File: src/rtl/uart_recvdata_mess.sv
// UART receiver: 2-flop synchronised rx, mid-bit sampling, 8N1 frames with optional parity.
// Optional parity check is enabled by defining RX_PARITY_EN.
module uart_recvdata_mess #(
    parameter int CLK_DIV    = 434,
    parameter bit PARITY_ODD = 1'b0
) (
    input  logic       clk,
    input  logic       rst,
    input  logic       rx,
    output logic [7:0] rx_data,
    output logic       rx_done,
    output logic       rx_busy,
    output logic       frame_err,
    output logic       parity_err
);

    typedef enum logic [2:0] {
        IDLE       = 3'd0,
        START      = 3'd1,
        DATA       = 3'd2,
`ifdef RX_PARITY_EN
        PARITY     = 3'd3,
`endif
        STOP       = 3'd4,
        LINE_BREAK = 3'd5
    } state_t;

    localparam logic [15:0] BIT_RELOAD  = 16'(CLK_DIV - 1);
    localparam logic [15:0] HALF_RELOAD = 16'(CLK_DIV / 2 - 1);

    state_t      state_reg, state_next;
    logic        meta_reg;
    logic        rx_s_reg;
    logic        rx_s_d_reg;
    logic [15:0] cnt_reg, cnt_next;
    logic [2:0]  bit_idx_reg, bit_idx_next;
    logic [7:0]  sh_reg, sh_next;
    logic [7:0]  data_reg, data_next;
    logic        done_reg, done_next;
    logic        ferr_reg, ferr_next;
    logic        busy_reg, busy_next;
    logic        tick;
    logic        parity_bad;

`ifdef RX_PARITY_EN
    logic        parity_bit_reg, parity_bit_next;
    logic        perr_reg, perr_next;

    assign parity_bad = ((^sh_reg) ^ parity_bit_reg) != PARITY_ODD;
    assign parity_err = perr_reg;
`else
    // Parity disabled: both fold to constant 0.
    assign parity_bad = PARITY_ODD & 1'b0;
    assign parity_err = parity_bad;
`endif

    assign tick      = (cnt_reg == 16'd0);
    assign rx_data   = data_reg;
    assign rx_done   = done_reg;
    assign rx_busy   = busy_reg;
    assign frame_err = ferr_reg;

    always_ff @(posedge clk) begin
        if (rst) begin
            meta_reg    <= 1'b1;
            rx_s_reg    <= 1'b1;
            rx_s_d_reg  <= 1'b1;
            state_reg   <= IDLE;
            cnt_reg     <= 16'd0;
            bit_idx_reg <= 3'd0;
            sh_reg      <= 8'd0;
            data_reg    <= 8'd0;
            done_reg    <= 1'b0;
            ferr_reg    <= 1'b0;
            busy_reg    <= 1'b0;
`ifdef RX_PARITY_EN
            parity_bit_reg <= 1'b0;
            perr_reg       <= 1'b0;
`endif
        end else begin
            meta_reg    <= rx;
            rx_s_reg    <= meta_reg;
            rx_s_d_reg  <= rx_s_reg;
            state_reg   <= state_next;
            cnt_reg     <= cnt_next;
            bit_idx_reg <= bit_idx_next;
            sh_reg      <= sh_next;
            data_reg    <= data_next;
            done_reg    <= done_next;
            ferr_reg    <= ferr_next;
            busy_reg    <= busy_next;
`ifdef RX_PARITY_EN
            parity_bit_reg <= parity_bit_next;
            perr_reg       <= perr_next;
`endif
        end
    end

    always_comb begin
        state_next   = state_reg;
        bit_idx_next = bit_idx_reg;
        sh_next      = sh_reg;
        data_next    = data_reg;
        done_next    = 1'b0;
        ferr_next    = 1'b0;
`ifdef RX_PARITY_EN
        parity_bit_next = parity_bit_reg;
        perr_next       = 1'b0;
`endif
        if (state_reg == IDLE) begin
            cnt_next = cnt_reg;
        end else if (tick) begin
            cnt_next = BIT_RELOAD;
        end else begin
            cnt_next = 16'(cnt_reg - 16'd1);
        end

        case (state_reg)
            IDLE: begin
                if (!rx_s_reg && rx_s_d_reg) begin
                    cnt_next   = HALF_RELOAD;
                    state_next = START;
                end
            end
            START: begin
                if (tick) begin
                    if (rx_s_reg) begin
                        state_next = IDLE;
                    end else begin
                        bit_idx_next = 3'd0;
                        state_next   = DATA;
                    end
                end
            end
            DATA: begin
                if (tick) begin
                    sh_next      = {rx_s_reg, sh_reg[7:1]};
                    bit_idx_next = 3'(bit_idx_reg + 3'd1);
                    if (bit_idx_reg == 3'd7) begin
`ifdef RX_PARITY_EN
                        state_next = PARITY;
`else
                        state_next = STOP;
`endif
                    end
                end
            end
`ifdef RX_PARITY_EN
            PARITY: begin
                if (tick) begin
                    parity_bit_next = rx_s_reg;
                    state_next      = STOP;
                end
            end
`endif
            STOP: begin
                if (tick) begin
                    // A low stop bit wins over a parity mismatch.
                    if (!rx_s_reg) begin
                        ferr_next  = 1'b1;
                        state_next = LINE_BREAK;
                    end else if (parity_bad) begin
`ifdef RX_PARITY_EN
                        perr_next  = 1'b1;
`endif
                        state_next = IDLE;
                    end else begin
                        data_next  = sh_reg;
                        done_next  = 1'b1;
                        state_next = IDLE;
                    end
                end
            end
            LINE_BREAK: begin
                if (rx_s_reg) begin
                    state_next = IDLE;
                end
            end
            default: begin
                state_next = IDLE;
            end
        endcase

        busy_next = (state_next != IDLE);
    end

endmodule

File: config.mk
export PLATFORM = sky130hd
export DESIGN_NAME = uart_recvdata_mess
export DESIGN_NICKNAME = d
export VERILOG_FILES = /design/src/rtl/uart_recvdata_mess.sv
export SDC_FILE = /design/constraint.sdc
export NUM_CORES = 1
export LEC_CHECK = 0
export CAP_MARGIN = 20
export CORE_ASPECT_RATIO = 1.5
export CORE_MARGIN = 8
export CORE_UTILIZATION = 40
export DETAILED_ROUTE_END_ITERATION = 12
export DONT_BUFFER_PORTS = 1
export PLACE_DENSITY = 0.56
export SETUP_SLACK_MARGIN = 0.4
export SYNTH_ARGS = -nofsm -noshare
export SYNTH_HDL_FRONTEND = slang
export SYNTH_SLANG_ARGS = --single-unit
File: constraint.sdc
create_clock -name clk -period 2.35 [get_ports clk]
set_input_delay 0.705 -clock clk [delete_from_list [all_inputs] [get_ports clk]]
set_output_delay 0.705 -clock clk [all_outputs]
set_load 0.05 [all_outputs]
==> metrics.csv, run 1 <==
metric,value,unit
crit_path_end_kind,flop,
worst_pin_slew,0.628,ns
finalPower,3.27,mW
design.core.area,5040,µm²
place_hpwl,3330,µm
die_area,7680,µm²
drc,0,
rsz0062_at_grt,true,
diodes,0,
numClockSinks,44,
synth_edf_count,0,
fin_crit_sh,78.6,%
syn_area,2040,µm²
synth_area_per_cell,8.55,µm²
rows,32,
r2r-start,cnt_reg[8]$_SDFF_PP0_,
setup.worst_path.start,cnt_reg[8]$_SDFF_PP0_,
cts_buffers,5,
synth_most_common_cell,dfxtp_1,
yosys_warnings,0,
slew_headroom,57.9,%
min_period,1.85,ns
tns,0,ns
irDropWorstVdd,0.748,mV
hold_class,flop to flop,
synth_commonest_cells,"dfxtp_1 (44), a21oi_1 (29), o21ai_0 (26)",
crit_arrival,2.07,ns
utilization,43.9,%
crit_path_end,rx_busy$_SDFF_PP0_,
wire_per_inst,15.9,µm
grt_max_degree,33,
gp_congestion,0.767,
drt_wl_total,4830,µm
track_usage,13.5,%
crit_type,flop to flop,
leakage,0.751,nW
worstSkewPairLatency,0.30,ns
syn_inst,238,
worstReg2RegEnd,rx_busy$_SDFF_PP0_,
yosysUniqueCellTypes,45,
grt_pass1_vias,1673,
ys_ff_latch,44,
clkSlewWorstSetupHoldPaths,0.09,ns
yosys-top-cells-area,"dfxtp_1 (43%), a21oi_1 (7.1%), o21ai_0 (6.4%)",
cts_root_buf,clkbuf_8,
outcome,completed,
vias_per_cell,5.64,
ff2ff_setup_slack,0.50,ns
num_vias,1714,
cap_violations,0,
synth_nets,244,
drive_gt1_share,13.1,%
grt_pass1_wl,8050,µm
maxSlewViolCount,0,
synth_top_area_share,43.3,%
path_max_fanout,6,
antenna_found_initial,0,
finalNonFillerCells,304,
htreeDepth,2,
cts_hold_buf,0,
areaGrowthSynthToFinish,8.85,%
largest_reg_flops,16,
finalSetupViolations,0,
start_kind,flop,
min_from,meta_reg$_SDFF_PP1_,
hold_violations,0,
cts_tree,yes,
globalRouteOverflowTotal,0,
rr_worst_depth,4,
fillers,547,
fin_skew,0.00537,ns
fmaxAchievable,541,MHz
dr.pass1.iters,4,
die_h,103,µm
drtAntennaViolNets,0,
ys_async_sr_fraction,0,%
cts_max_path_buffers,2,
yosys.area.top_type,dfxtp_1,
synth_ff_type,dfxtp_1,
portBuffers,0,
initial_core_util,40.4,%
dp.cells,295,
powerDensity,1470,nW/µm²
drtIter0Drc,57,
io_pins,15,
nets,241,
seq_area_frac_synth,43.3,%
crit_required,2.57,ns
die_w,74.3,µm
==> placed cells by master (no fill, tap or decap), types with 8 or more instances in the layout <==
master,count
a21oi_1,29
buf_4,9
dfxtp_1,43
nand2_1,8
nand3_1,22
nor2_1,10
o21ai_0,26
==> worst max-delay path, cell delays in order, from the launching register on <==
cell     delay, ns
dfxtp_1       0.36
nor4_4        0.44
and4_2        0.38
mux2_2        0.37
a41oi_1       0.23
==> report_power, final <==
group / switching, mW / internal (mW)
Clock: 0.288 / 0.219
Combinational: 1.12 / 0.614
Sequential: 0.170 / 0.857
Total: 1.58 / 1.69
==> stage by stage <==
step           setup WS (ns)  hold WS (ns)  instance area [µm²]
2_1_floorplan          0.403         0.389                 2040
5_1_grt                0.369         0.440                 2220
3_5_place_dp           0.420         0.392                 2100
4_1_cts                0.400         0.422                 2200
6_report               0.502         0.418                 2220
3_3_place_gp           0.438         0.394                 2100
==> worst min-delay path by stage <==
stage / endpoint / slack (ns) / depth (start not counted)
floorplan: rx_s_reg$_SDFF_PP1_ / 0.39 / 1
global placement: rx_s_reg$_SDFF_PP1_ / 0.39 / 1
detailed placement: rx_s_reg$_SDFF_PP1_ / 0.39 / 1
CTS: rx_s_reg$_SDFF_PP1_ / 0.42 / 1
global route: rx_data[1]$_SDFFE_PP0P_ / 0.44 / 1
finish: rx_s_reg$_SDFF_PP1_ / 0.42 / 1
==> what timing repair did <==
item	CTS	global route
resized for setup	1	3
buffers inserted	0	1
setup endpoints to repair	1	25
hold endpoints to repair	0	0
pin swaps	0	1
==> routing by layer <==
metal	routed length [µm]	part of all wire, %	vias to the layer above	global-route usage [%]
met5	0	0	-	0
met3	167	3.5	9	2.70
met4	123	2.5	0	6.97
met1	1980	41	812	14.6
met2	2560	53	27	24.0
li1	-	-	866	-
==> layout make-up <==
type                    instances  area (µm²)  share of cell area [%]
multi-input cells             169        1060                    48.0
flip-flops and latches         44         882                    39.8
well taps                      68        85.1                    3.84
clock buffers                   5        68.8                    3.11
repair buffers                  9        67.6                    3.05
clock inverters                 3        26.3                    1.19
inverters                       6        22.5                    1.02
==> logic make-up after synthesis <==
family / synth area share (%)
compound gates: 21.0
xor+xnor: 2.58
fa+ha+maj: 1.84
buf+inv: 5.10
flops: 43.3
mux: 1.11
other cells: 0.184
simple gates: 24.9
Note: power is estimated with default switching activity, not from simulation.
==> run 2, diff against run 1 <==
Settings changed: PLACE_DENSITY 0.56 to 0.58.
Clock period 2.35 ns to 1.7 ns, I/O delays scaled along.
==> run 2 against run 1 <==
  * The run now ends with negative setup slack left
  * Wire length rose by 12%
  * Register-to-register slack got worse by 0.56 ns
  * Utilization increased by 11 points
  * Fmax rose by 4.9%
  * Flip-flop and latch count stayed put
  * Setup slack worse by 0.56 ns
  * Critical path type unchanged
  * Largest cell class unchanged
  * Highest routed layer unchanged
==> metrics.csv, run 2 (synthesized netlist as in run 1, its figures left out) <==
metric,value,unit
cts_hold_buf,0,
rsz0062_at_grt,true,
maxSlewViolCount,0,
fin_skew,0.00861,ns
path_max_fanout,4,
grt_pass1_wl,8810,µm
htreeDepth,2,
gp_congestion,0.811,
clkSlewWorstSetupHoldPaths,0.09,ns
outcome,"finished, violations left",
diodes,0,
pwr-share-seq,21.6,%
initial_core_util,40.4,%
finalPower,6.37,mW
violations,negative setup slack,
pre_cts_ws,-0.0474,ns
min_period,1.76,ns
nets,277,
die_h,103,µm
net-switching-power,2.75,mW
dp.cells,322,
rows,32,
worstSkewPairLatency,0.30,ns
grt_max_degree,33,
drt_wl_total,5390,µm
cts_buffers,5,
wire_per_inst,15.9,µm
powerDensity,2320,nW/µm²
die_area,7680,µm²
design.core.area,5040,µm²
largest_reg_flops,16,
fillers,509,
switching_share,43.2,%
drtIter0Drc,118,
rr_worst_depth,7,
drive_gt1_share,41.5,%
num_vias,1893,
placed_cell_area,2360,µm²
tns,-0.0862,ns
areaGrowthSynthToFinish,35.0,%
leakage,1.01,nW
hold_depth,1,
hold_class,input pin to flop,
io_pins,15,
clkPwrFrac,13.3,%
finalNonFillerCells,340,
hold_violations,0,
crit_path_end_kind,flop,
cts_root_buf,clkbuf_8,
cts_tree,yes,
fmaxAchievable,568,MHz
drtAntennaViolNets,0,
antenna_found_initial,0,
irDropWorstVdd,1.53,mV
cap_violations,0,
vias_per_cell,5.57,
fin_crit_sh,104,%
globalRouteOverflowTotal,0,
cts_max_path_buffers,2,
layout_common_cells,"buf_4 (33), dfxtp_1 (26), a21oi_1 (24)",
hold_ws,0.256,ns
finalInstanceArea,2750,µm²
finalSetupViolations,4,
finalWorstSetupSlack,-0.0613,ns
crit_type,flop to flop,
die_w,74.3,µm
grt_pass1_vias,1837,
dr.pass1.iters,4,
drc,0,
track_usage,14.8,%
crit_arrival,1.99,ns
portBuffers,0,
crit_required,1.93,ns
p_comb_share,65.1,%
numClockSinks,44,
final_common_cell,buf_4,
power.internal,3.62,mW
utilization,54.5,%
place_hpwl,3540,µm
start_kind,flop,
-- run 2: worst paths after layout --
check	start	endpoint	slack [ns]
worst max-delay path	cnt_reg[0]$_SDFF_PP0_	rx_busy$_SDFF_PP0_	-0.06
worst min register to register	meta_reg$_SDFF_PP1_	rx_s_reg$_SDFF_PP1_	0.43
worst min-delay path	rst	cnt_reg[1]$_SDFF_PP0_	0.26
worst max register to register	cnt_reg[0]$_SDFF_PP0_	rx_busy$_SDFF_PP0_	-0.06
-- run 2: routing by layer --
layer,track usage [%],vias to the layer above,wire length (µm)
li1,-,934,-
met2,26.6,55,2990
met4,8.18,0,105
met3,2.90,13,214
met5,0,-,0
met1,15.5,891,2080
-- run 2: repair_timing --
| item | CTS | global route |
|---|---|---|
| gates cloned | 1 | 1 |
| pin swaps | 5 | 13 |
| hold endpoints to repair | 0 | 0 |
| gates resized for setup | 33 | 32 |
| setup buffers | 4 | 4 |
| setup endpoints to repair | 52 | 43 |
-- run 2: power by group through the flow --
stage / sequential [mW] / combinational, mW / clock (mW)
after floorplan: 1.39 / 2.23 / 0
after global placement: 1.40 / 3.12 / 0
after detailed placement: 1.40 / 3.13 / 0
after CTS: 1.37 / 3.53 / 0.876
after global routing: 1.40 / 4.46 / 0.914
final: 1.38 / 4.15 / 0.847
-- run 2: area by class of cell --
type                    instances  area, µm²  share of cell area (%)
multi-input cells             170       1210                    44.2
flip-flops and latches         44        928                    33.8
repair buffers                 44        378                    13.8
well taps                      68       85.1                    3.10
clock buffers                   5       68.8                    2.50
clock inverters                 3       50.0                    1.82
inverters                       6       22.5                   0.820
-- run 2: worst max-delay path, stage by stage (launching register included) --
cell	delay, ns
dfxtp_2	0.33
inv_2	0.07
ha_4	0.14
nor4b_4	0.22
buf_4	0.16
and4_4	0.26
mux2_4	0.32
a41oi_2	0.19
==> run 3, diff against run 2 <==
Settings changed: GPL_TIMING_DRIVEN set to 0, MAX_ROUTING_LAYER set to met4, RECOVER_POWER set to 25.
==> run 3 against run 2 <==
  * The run still ends with negative setup slack left
  * Sequential share of layout area decreased by 1.9 points
  * Clock skew is 0.0017 ns higher
  * Wire length grew 16%
  * Die area unchanged
  * Fmax fell by 1.3%
  * Combinational power rose by 27%
  * Sequential power up 4%
  * Final area rose by 7.1%
  * Global-route usage up 2.9 points
  * First-iteration DRC count shrank 17%
  * Clock power decreased by 18%
  * Worst hold slack improved by 0.057 ns
  * Critical endpoint unchanged
  * Largest power group unchanged
==> metrics.csv, run 3 (synthesized netlist as in run 1, its figures left out) <==
metric,value,unit
crit_path_end_kind,flop,
leakage,1.08,nW
place_hpwl,3660,µm
die_area,7680,µm²
placed_cell_area,2220,µm²
powerDensity,2500,nW/µm²
drc,0,
vias_per_cell,5.67,
gp_congestion,0.803,
maxSlewViolCount,0,
finalWorstSetupSlack,-0.0852,ns
final_common_cell,buf_4,
finalSetupViolations,13,
io_pins,15,
cts_hold_buf,0,
grt_pass1_vias,2140,
design.core.area,5040,µm²
cap_violations,0,
globalRouteOverflowTotal,0,
cts_buffers,5,
die_h,103,µm
largest_reg_flops,16,
diodes,0,
irDropWorstVdd,1.97,mV
worst_pin_slew,0.686,ns
numClockSinks,44,
cts_tree,yes,
hold_class,input pin to flop,
areaGrowthSynthToFinish,44.6,%
hold_ws,0.314,ns
start_kind,flop,
rows,32,
slew_headroom,54.2,%
rsz0062_at_grt,true,
fin_skew,0.0103,ns
htreeDepth,2,
grt_max_degree,14,
antenna_found_initial,0,
crit_arrival,2.02,ns
worstSkewPairLatency,0.30,ns
drtAntennaViolNets,0,
outcome,"finished, violations left",
drt_wl_total,6260,µm
initial_core_util,40.4,%
clkSlewWorstSetupHoldPaths,0.09,ns
nets,288,
utilization,58.3,%
track_usage,17.6,%
wire_per_inst,17.8,µm
path_max_fanout,7,
crit_required,1.93,ns
path_cells,inv_2 > ha_4 > buf_8 > nor4b_4 > and4_1 > buf_6 > mux2_4 > a41oi_2,
violations,negative setup slack,
layout_common_cells,"buf_4 (27), dfxtp_1 (23), a21oi_1 (22)",
cp_slowest_stage_delay,0.34,ns
dr.pass1.iters,4,
fin_crit_sh,105,%
die_w,74.3,µm
drtIter0Drc,98,
drive_gt1_share,44.9,%
hold_violations,0,
min_period,1.79,ns
grt_pass1_wl,10100,µm
num_vias,1989,
fillers,466,
portBuffers,0,
cts_max_path_buffers,2,
cts_root_buf,clkbuf_8,
crit_slowest_cell,dfxtp_2,
crit_type,flop to flop,
finalInstanceArea,2940,µm²
fmaxAchievable,560,MHz
-- run 3: changes by cell type in the layout (fill, tap and decap cells not counted), moves of 3 or more --
cell and delta:
buf_4 -6, buf_6 +5, clkbuf_1 +5, clkbuf_8 +4, dfxtp_1 -3, o21ai_1 +5, o21ai_2 -7, or4_1 -4
or4_4 +4
-- run 3: final cells by class --
type / instances / area [µm²] / share of cell area (%)
sequential: 44 / 937 / 31.8
buffer: 19 / 181 / 6.16
clock inverter: 2 / 10.0 / 0.340
timing repair buffer: 37 / 325 / 11.1
clock buffer: 6 / 82.6 / 2.81
inverter: 6 / 22.5 / 0.765
tap: 68 / 85.1 / 2.89
multi-input combinational: 169 / 1300 / 44.1
-- run 3: metrics by stage --
| step | cells | setup slack [ns] | setup TNS [ns] | power (mW) |
|---|---|---|---|---|
| 2_1_floorplan | 238 | 0.0199 | 0 | 3.62 |
| 3_3_place_gp | 306 | -0.464 | -10.52 | 4.22 |
| 3_5_place_dp | 306 | -0.478 | -11.01 | 4.22 |
| 4_1_cts | 343 | -0.0573 | -0.363 | 6.57 |
| 5_1_grt | 351 | -0.182 | -4.14 | 7.82 |
| 6_report | 351 | -0.0852 | -0.337 | 7.37 |
-- run 3: worst paths after layout --
path	start	end	slack, ns	cells after the start
setup reg to reg	cnt_reg[0]$_SDFF_PP0_	rx_busy$_SDFF_PP0_	-0.09	8
hold / removal	rx	meta_reg$_SDFF_PP1_	0.31	1
hold reg to reg	meta_reg$_SDFF_PP1_	rx_s_reg$_SDFF_PP1_	0.42	1
setup / recovery	cnt_reg[0]$_SDFF_PP0_	rx_busy$_SDFF_PP0_	-0.09	8
-- run 3: critical path, delay by kind of cell, from the launching register on --
kind | cells | cell delay, ns
buffers and inverters | 3 | 0.30
flip-flops | 1 | 0.34
AND/OR/NAND/NOR | 2 | 0.44
multiplexers | 1 | 0.32
adder cells (fa/ha/maj) | 1 | 0.13
AO/OA/AOI/OAI | 1 | 0.18
-- run 3: layer usage --
| layer | routed length (µm) | track usage (%) | part of all wire [%] | up-vias |
|---|---|---|---|---|
| li1 | - | - | - | 960 |
| met1 | 2350 | 16.4 | 37 | 969 |
| met2 | 3470 | 31.9 | 55 | 36 |
| met3 | 188 | 3.57 | 3.0 | 24 |
| met4 | 254 | 11.2 | 4.1 | 0 |
| met5 | 0 | - | 0 | - |
-- run 3: repair_timing --
action	CTS	global route
cloned	2	1
pin swaps	30	17
endpoints found under the setup margin	52	43
buffers inserted	27	7
resized for setup	75	29
-- run 3: where the power goes --
| group | total, mW | switching, mW | internal (mW) | leakage (nW) |
|---|---|---|---|---|
| clock | 0.695 | 0.370 | 0.325 | 0.0510 |
| sequential | 1.43 | 0.223 | 1.20 | 0.370 |
| combinational | 5.25 | 2.53 | 2.72 | 0.655 |
